$ cat src/rtl/team_06_audio_link_rx_pkg.sv
// Shared types and constants for the walkie-talkie audio link receiver.
package team_06_pkg;

   typedef enum logic [2:0] {
      IDLE,
      START,
      DATA,
      PARITY,
      STOP,
      BREAK
   } rx_bit_state_t;

   typedef enum logic {
      HUNT,
      LOCKED
   } link_state_t;

   localparam logic [7:0] DEFAULT_SYNC_BYTE = 8'hA5;

endpackage

$ cat src/rtl/team_06_audio_link_rx_if.sv
// Serial-line input and speaker-side outputs of the audio link receiver.
interface team_06_audio_link_rx_if;

   logic       en;
   logic       rx_in;
   logic [7:0] spk_aud;
   logic       spk_valid;
   logic       rx_active;
   logic       parity_err;
   logic       frame_err;

   // Environment / control side: owns the line and the enable.
   modport master (
      output en, rx_in,
      input  spk_aud, spk_valid, rx_active, parity_err, frame_err
   );

   // Receiver side.
   modport slave (
      input  en, rx_in,
      output spk_aud, spk_valid, rx_active, parity_err, frame_err
   );

endinterface

$ cat src/rtl/team_06_audio_link_rx_uart_rx_byte.sv
// Serial byte receiver: input synchronizer, bit-centre divider and frame FSM.
// Emits one registered pulse per completed frame together with its parity/stop status.
module team_06_uart_rx_byte
   import team_06_pkg::*;
#(
   parameter int CLKS_PER_BIT = 16
) (
   input  logic       clk,
   input  logic       nrst,
   input  logic       en_i,
   input  logic       rx_i,
   output logic [7:0] byte_o,
   output logic       byte_done_o,
   output logic       par_bad_o,
   output logic       stop_bad_o
);

   localparam int                CNT_W     = $clog2(CLKS_PER_BIT);
   localparam logic [CNT_W-1:0]  BIT_LAST  = CNT_W'(CLKS_PER_BIT - 1);
   localparam logic [CNT_W-1:0]  HALF_LAST = CNT_W'(CLKS_PER_BIT / 2 - 1);

   logic             sync1_q, sync2_q, rx_prev_q;
   logic             fall;
   rx_bit_state_t    state_q, state_d;
   logic [CNT_W-1:0] cnt_q, cnt_d;
   logic [2:0]       bit_q, bit_d;
   logic [7:0]       data_q, data_d;
   logic             par_q, par_d;
   logic             done_q, done_d;
   logic             par_bad_q, par_bad_d;
   logic             stop_bad_q, stop_bad_d;

   // The edge-detect history stays live while disabled, so re-enabling on a
   // line that is already low does not look like a fresh start bit.
   always_ff @(posedge clk or negedge nrst) begin
      if (!nrst) begin
         sync1_q   <= 1'b1;
         sync2_q   <= 1'b1;
         rx_prev_q <= 1'b1;
      end else begin
         sync1_q   <= rx_i;
         sync2_q   <= sync1_q;
         rx_prev_q <= sync2_q;
      end
   end

   assign fall = rx_prev_q & ~sync2_q;

   // NOTE: sequential state uses non-blocking assignments so every flop samples pre-edge values.
   always_ff @(posedge clk or negedge nrst) begin
      if (!nrst) begin
         state_q    <= IDLE;
         cnt_q      <= '0;
         bit_q      <= '0;
         data_q     <= '0;
         par_q      <= 1'b0;
         done_q     <= 1'b0;
         par_bad_q  <= 1'b0;
         stop_bad_q <= 1'b0;
      end else begin
         state_q    <= state_d;
         cnt_q      <= cnt_d;
         bit_q      <= bit_d;
         data_q     <= data_d;
         par_q      <= par_d;
         done_q     <= done_d;
         par_bad_q  <= par_bad_d;
         stop_bad_q <= stop_bad_d;
      end
   end

   // NOTE: every always_comb output gets a default first, which rules out inferred latches.
   always_comb begin
      state_d    = state_q;
      cnt_d      = cnt_q + CNT_W'(1);
      bit_d      = bit_q;
      data_d     = data_q;
      par_d      = par_q;
      done_d     = 1'b0;
      par_bad_d  = 1'b0;
      stop_bad_d = 1'b0;

      case (state_q)
         IDLE: begin
            cnt_d = '0;
            if (fall) state_d = START;
         end
         START: begin
            if (cnt_q == HALF_LAST) begin
               cnt_d   = '0;
               bit_d   = '0;
               state_d = sync2_q ? IDLE : DATA;
            end
         end
         DATA: begin
            if (cnt_q == BIT_LAST) begin
               cnt_d  = '0;
               data_d = {sync2_q, data_q[7:1]};
               bit_d  = bit_q + 3'd1;
               if (bit_q == 3'd7) state_d = PARITY;
            end
         end
         PARITY: begin
            if (cnt_q == BIT_LAST) begin
               cnt_d   = '0;
               par_d   = sync2_q;
               state_d = STOP;
            end
         end
         STOP: begin
            if (cnt_q == BIT_LAST) begin
               cnt_d      = '0;
               done_d     = 1'b1;
               par_bad_d  = ^{data_q, par_q};
               stop_bad_d = ~sync2_q;
               state_d    = sync2_q ? IDLE : BREAK;
            end
         end
         BREAK: begin
            cnt_d = '0;
            if (sync2_q) state_d = IDLE;
         end
         default: begin
            cnt_d   = '0;
            state_d = IDLE;
         end
      endcase

      if (!en_i) begin
         state_d    = IDLE;
         cnt_d      = '0;
         bit_d      = '0;
         data_d     = '0;
         par_d      = 1'b0;
         done_d     = 1'b0;
         par_bad_d  = 1'b0;
         stop_bad_d = 1'b0;
      end
   end

   assign byte_o      = data_q;
   assign byte_done_o = done_q;
   assign par_bad_o   = par_bad_q;
   assign stop_bad_o  = stop_bad_q;

endmodule

$ cat src/rtl/team_06_audio_link_rx.sv
// Audio link receiver top: sync-byte lock, carrier timeout and speaker output registers.
module team_06_audio_link_rx
   import team_06_pkg::*;
#(
   parameter int         CLKS_PER_BIT    = 16,
   parameter logic [7:0] SYNC_BYTE       = DEFAULT_SYNC_BYTE,
   parameter int         CARRIER_TIMEOUT = 2000
) (
   input logic                    clk,
   input logic                    nrst,
   team_06_audio_link_rx_if.slave link
);

   localparam int               TMO_W    = $clog2(CARRIER_TIMEOUT + 1);
   localparam logic [TMO_W-1:0] TMO_LAST = TMO_W'(CARRIER_TIMEOUT - 1);

   logic [7:0]       rx_byte;
   logic             rx_done, rx_par_bad, rx_stop_bad;
   logic             good_byte;
   link_state_t      link_q, link_d;
   logic [TMO_W-1:0] tmo_q, tmo_d;
   logic [7:0]       aud_q, aud_d;
   logic             valid_q, valid_d;
   logic             perr_q, perr_d;
   logic             ferr_q, ferr_d;

   team_06_uart_rx_byte #(
      .CLKS_PER_BIT (CLKS_PER_BIT)
   ) u_rx_byte (
      .clk         (clk),
      .nrst        (nrst),
      .en_i        (link.en),
      .rx_i        (link.rx_in),
      .byte_o      (rx_byte),
      .byte_done_o (rx_done),
      .par_bad_o   (rx_par_bad),
      .stop_bad_o  (rx_stop_bad)
   );

   assign good_byte = rx_done & ~rx_par_bad & ~rx_stop_bad;

   always_ff @(posedge clk or negedge nrst) begin
      if (!nrst) begin
         link_q  <= HUNT;
         tmo_q   <= '0;
         aud_q   <= '0;
         valid_q <= 1'b0;
         perr_q  <= 1'b0;
         ferr_q  <= 1'b0;
      end else begin
         link_q  <= link_d;
         tmo_q   <= tmo_d;
         aud_q   <= aud_d;
         valid_q <= valid_d;
         perr_q  <= perr_d;
         ferr_q  <= ferr_d;
      end
   end

   // A good byte landing on the timeout cycle is checked first, so it keeps the lock.
   always_comb begin
      link_d  = link_q;
      tmo_d   = tmo_q;
      aud_d   = aud_q;
      valid_d = 1'b0;
      ferr_d  = rx_done & rx_stop_bad;
      perr_d  = rx_done & rx_par_bad & ~rx_stop_bad;

      case (link_q)
         HUNT: begin
            tmo_d = '0;
            if (good_byte && (rx_byte == SYNC_BYTE)) link_d = LOCKED;
         end
         LOCKED: begin
            if (good_byte) begin
               aud_d   = rx_byte;
               valid_d = 1'b1;
               tmo_d   = '0;
            end else if (ferr_d || (tmo_q == TMO_LAST)) begin
               link_d = HUNT;
               aud_d  = '0;
               tmo_d  = '0;
            end else begin
               tmo_d = tmo_q + TMO_W'(1);
            end
         end
      endcase

      if (!link.en) begin
         link_d  = HUNT;
         tmo_d   = '0;
         aud_d   = '0;
         valid_d = 1'b0;
         perr_d  = 1'b0;
         ferr_d  = 1'b0;
      end
   end

   assign link.spk_aud    = aud_q;
   assign link.spk_valid  = valid_q;
   assign link.rx_active  = (link_q == LOCKED);
   assign link.parity_err = perr_q;
   assign link.frame_err  = ferr_q;

endmodule

$ cat src/flat_wrapper.sv
// flat-port wrapper written by rule: the top's interface ports become plain ports
module team_06_audio_link_rx_flat import team_06_pkg::*;
#(
   parameter int         CLKS_PER_BIT    = 16,
   parameter logic [7:0] SYNC_BYTE       = DEFAULT_SYNC_BYTE,
   parameter int         CARRIER_TIMEOUT = 2000
)
  (clk, nrst, link_en, link_rx_in, link_spk_aud, link_spk_valid, link_rx_active, link_parity_err, link_frame_err);
  team_06_audio_link_rx_if link_i ();
  input logic clk;
  input logic nrst;
  input wire logic [$bits(link_i.en)-1:0] link_en;
  input wire logic [$bits(link_i.rx_in)-1:0] link_rx_in;
  output wire logic [$bits(link_i.spk_aud)-1:0] link_spk_aud;
  output wire logic [$bits(link_i.spk_valid)-1:0] link_spk_valid;
  output wire logic [$bits(link_i.rx_active)-1:0] link_rx_active;
  output wire logic [$bits(link_i.parity_err)-1:0] link_parity_err;
  output wire logic [$bits(link_i.frame_err)-1:0] link_frame_err;
  assign link_i.en = link_en;
  assign link_i.rx_in = link_rx_in;
  assign link_spk_aud = link_i.spk_aud;
  assign link_spk_valid = link_i.spk_valid;
  assign link_rx_active = link_i.rx_active;
  assign link_parity_err = link_i.parity_err;
  assign link_frame_err = link_i.frame_err;
  team_06_audio_link_rx #(.CLKS_PER_BIT(CLKS_PER_BIT), .SYNC_BYTE(SYNC_BYTE), .CARRIER_TIMEOUT(CARRIER_TIMEOUT)) u_core (.clk(clk), .nrst(nrst), .link(link_i));
endmodule
$ cat config.mk
export PLATFORM = sky130hd
export DESIGN_NAME = team_06_audio_link_rx_flat
export DESIGN_NICKNAME = d
export VERILOG_FILES = /design/src/rtl/team_06_audio_link_rx_pkg.sv /design/src/rtl/team_06_audio_link_rx_if.sv /design/src/rtl/team_06_audio_link_rx_uart_rx_byte.sv /design/src/rtl/team_06_audio_link_rx.sv /design/src/flat_wrapper.sv
export SDC_FILE = /design/constraint.sdc
export NUM_CORES = 1
export LEC_CHECK = 0
export BUFFER_PORTS_ARGS = -buffer_cell sky130_fd_sc_hd__buf_2
export CAP_MARGIN = 30
export CELL_PAD_IN_SITES_DETAIL_PLACEMENT = 1
export CELL_PAD_IN_SITES_GLOBAL_PLACEMENT = 1
export CORE_MARGIN = 4
export CORE_UTILIZATION = 30
export DETAILED_ROUTE_END_ITERATION = 10
export GPL_ROUTABILITY_DRIVEN = 0
export PLACE_DENSITY = 0.57
export SLEW_MARGIN = 20
export SYNTH_ARGS = -nofsm -noshare
export SYNTH_HDL_FRONTEND = slang
export SYNTH_SLANG_ARGS = --single-unit
$ cat constraint.sdc
create_clock -name clk -period 1.55 [get_ports clk]
set_clock_uncertainty 0.1 [all_clocks]
set_input_delay 0.2325 -clock clk [delete_from_list [all_inputs] [get_ports clk]]
set_output_delay 0.2325 -clock clk [all_outputs]
set_load 0.005 [all_outputs]
==> flow_metrics.py <==
metrics = {
    "worst_setup_path": {
        "crit_family": "simple AND/OR/NAND/NOR gates",
        "path_cells": "or3b_4, or3_4, o2111ai_4, nor2_1",
        "crit_path_end_kind": "register",
        "cp_data_arrival_time_ns": 1.71,
        "path_buf_inv": 0,
        "max_stage_delay_ns": 0.42,
        "critPathMaxFanout": 6,
        "worstPathRequired_ns": 1.64,
        "crit_type": "register to register",
        "cpMaxStageDelayCell": "or3b_4",
        "critPathLaunchType": "register",
    },
    "drt": {
        "finalWirelength_microns": 5760,
        "postRouteAntennaNets": 0,
        "dr.pass1.iters": 4,
        "drt_iter0_drc": 35,
        "routed_via_density": 4.73,
        "drc_errors": 0,
        "routed-via-count": 1726,
        "drt-wirelength-per-cell_microns": 15.8,
    },
    "floorplanning": {
        "die_h_microns": 93.7,
        "die_w_microns": 93.7,
        "die_area_sq_mm": 0.00877,
        "ioPinCount": 16,
        "fp-row-count": 30,
        "core_sq_mm": 0.00694,
        "start_util_pct": 31.7,
    },
    "clock_tree": {
        "htreeDepth": 2,
        "cts_root_buffer": "clkbuf_8",
        "numCtsBuffers": 5,
        "insertion_delay_ns": 0.31,
        "numClockSinks": 48,
        "cts_tree": "yes",
        "clkTransAtPathRegs_ns": 0.10,
        "cts_max_path_buffers": 2,
    },
    "yosys": {
        "yosys_warnings": 0,
        "synth_area_sq_mm": 0.00220,
        "synth-edff-count": 0,
        "synth_nets": 212,
        "ys_ff_latch": 48,
        "yosysUniqueCellTypes": 40,
        "synth_area_per_cell_sq_um": 10.8,
        "async_flop_share_pct": 100,
        "synth_flop_cell": "dfrtp_1",
        "ys_seq_area_share_pct": 54.7,
        "synthCells": 204,
    },
    "placed_design": {
        "dp_slack_ns": -0.244,
        "place_inst": 351,
        "dp_hpwl_microns": 3990,
        "numPortBuffers": 15,
        "post_dp_cell_area_sq_mm": 0.00273,
    },
    "finish": {
        "drive_gt1_share_pct": 38.7,
        "instances_no_fill": 365,
        "final_nets": 276,
        "area_delta_synth_final_pct": 40.0,
        "fill_cells": 763,
        "insertedDiodeCount": 0,
        "mostFrequentLayoutCells": "42 x buf_4, 42 x dfrtp_1, 20 x nor2_1",
        "finalInstanceArea_sq_mm": 0.00308,
    },
    "run": {
        "drv_cap": 0,
    },
    "power_and_ir_drop": {
        "p_leak_nw": 1.39,
        "ir_worst_vdd_v": 0.000384,
        "powerDensity_mw_per_mm2": 776,
    },
    "sta": {
        "fin_crit_sh_pct": 105,
        "report.final.hold_viol_count": 0,
        "max_freq_ghz": 0.616,
        "maxSlewHeadroom_pct": 70.9,
        "setup_ws_ns": -0.0740,
        "tns_ns": -1.33,
        "worstMarginPinSlew_ns": 0.437,
        "setup_viol": 31,
        "hold_ws_ns": 0.169,
        "slew_viol_final": 0,
        "final.min_clock_period_ns": 1.62,
        "rsz0062_at_grt": "yes",
    },
    "grt": {
        "antenna_found_initial": 0,
        "overflow": 0,
        "grt_first_pass_wirelength_microns": 9830,
        "grt_usage_pct": 14.5,
        "grt_pass1_vias": 1925,
        "grt_max_degree": 17,
    },
    "hold_path": {
        "hold_class": "input port to register",
    },
    "status": {
        "outcome": "finished with violations",
        "violations": "setup timing",
    },
}
## synth_stat cells, drive strengths merged, types with 4 or more instances
| cell type | n | area (sq um) |
|---|---|---|
| ha | 4 | 50.1 |
| nand2 | 22 | 82.6 |
| a22o | 8 | 70.1 |
| xor2 | 9 | 78.8 |
| nor3 | 4 | 20.0 |
| xnor2 | 9 | 78.8 |
| and3 | 5 | 31.3 |
| nand3 | 6 | 30.0 |
| a21oi | 4 | 20.0 |
| nor2 | 20 | 75.1 |
| inv | 9 | 33.8 |
| o21ai | 12 | 60.1 |
| nand4 | 5 | 31.3 |
| dfrtp | 45 | 1130 |
## per-layer routing
| metal | vias to the layer above | global-route usage, % | wire (microns) |
|---|---|---|---|
| li1 | 854 | - | - |
| met1 | 845 | 20.0 | 2800 |
| met2 | 19 | 22.9 | 2710 |
| met3 | 8 | 3.13 | 161 |
| met4 | 0 | 4.33 | 95 |
| met5 | - | 0 | 0 |
## logic make-up after synthesis
logic type,after synthesis,share of synthesized area (%)
AND/OR/NAND/NOR,77,18.2
adder cells (fa/ha/maj),4,2.27
flip-flops,48,54.7
AO/OA/AOI/OAI,37,11.7
multiplexers,4,1.88
XOR/XNOR,19,8.19
buffers and inverters,15,3.01
## cell type report
type                       count  area (sq um)  area share, %
multi-input combinational    142          1140           37.0
tap                           96           120           3.90
sequential                    48          1210           39.2
inverter                       9          33.8           1.10
clock inverter                 3          46.3           1.50
timing repair buffer          62           462           15.0
clock buffer                   5          68.8           2.23
## tightest hold or removal path: cells and delay by family
family                 cells  cell delay (ns)
AND/OR/NAND/NOR            1             0.08
AO/OA/AOI/OAI              1             0.06
buffers and inverters      1             0.17
## through the flow
step | util [%] | power, mW
after floorplan | - | 1.37
after global placement | 39.2 | 1.45
after detailed placement | 39.2 | 1.45
after CTS | 43.2 | 2.42
after global routing | 44.4 | 2.51
final | 44.4 | 2.39
## power by group
part           total (mW)  internal, mW  leakage (nW)  switching, mW
sequential           1.29          1.27         0.653         0.0182
combinational       0.154        0.0679         0.688         0.0859
clock               0.952         0.487        0.0548          0.465
## path summary, 6_finish.rpt
kind | startpoint | end | slack, ns | cells past startpoint
max | u_core.tmo_q[4]$_DFF_PN0_ | u_core.tmo_q[4]$_DFF_PN0_ | -0.07 | 4
min | link_en | u_core.u_rx_byte.byte_o[4]$_DFFE_PN0P_ | 0.17 | 3
max reg2reg | u_core.tmo_q[4]$_DFF_PN0_ | u_core.tmo_q[4]$_DFF_PN0_ | -0.07 | 4
min reg2reg | u_core.u_rx_byte.sync1_q$_DFF_PN1_ | u_core.u_rx_byte.sync2_q$_DFF_PN1_ | 0.26 | 0
max in group asynchronous | nrst | u_core.u_rx_byte.par_q$_DFFE_PN0P_ | 0.54 | 3
min in group asynchronous | nrst | u_core.u_rx_byte.byte_o[3]$_DFFE_PN0P_ | 0.29 | 2
## repair_timing
action | in CTS | in global routing
endpoints found under the hold margin | 10 | 0
endpoints found under the setup margin | 34 | 38
setup buffers | 2 | 1
hold buffers | 2 | 0
cloned | 1 | 0
gates resized for setup | 30 | 16
pin swaps | 17 | 13
## sequential cells by signal, indices dropped and copies added, names as in the netlist
signal / cells
u_core.u_rx_byte.par_bad_o: 1
u_core.u_rx_byte.par_q: 1
u_core.u_rx_byte.cnt_q: 4
u_core.u_rx_byte.bit_q: 3
u_core.u_rx_byte.byte_done_o: 1
u_core.tmo_q: 11
u_core.u_rx_byte.state_q: 3
u_core.link.frame_err: 1
u_core.u_rx_byte.sync1_q: 1
u_core.u_rx_byte.rx_prev_q: 1
u_core.link.spk_aud: 8
u_core.link.parity_err: 1
u_core.u_rx_byte.byte_o: 8
u_core.u_rx_byte.sync2_q: 1
u_core.u_rx_byte.stop_bad_o: 1
u_core.link.spk_valid: 1
u_core.link.rx_active: 1
(Power assumes the default switching activity.)
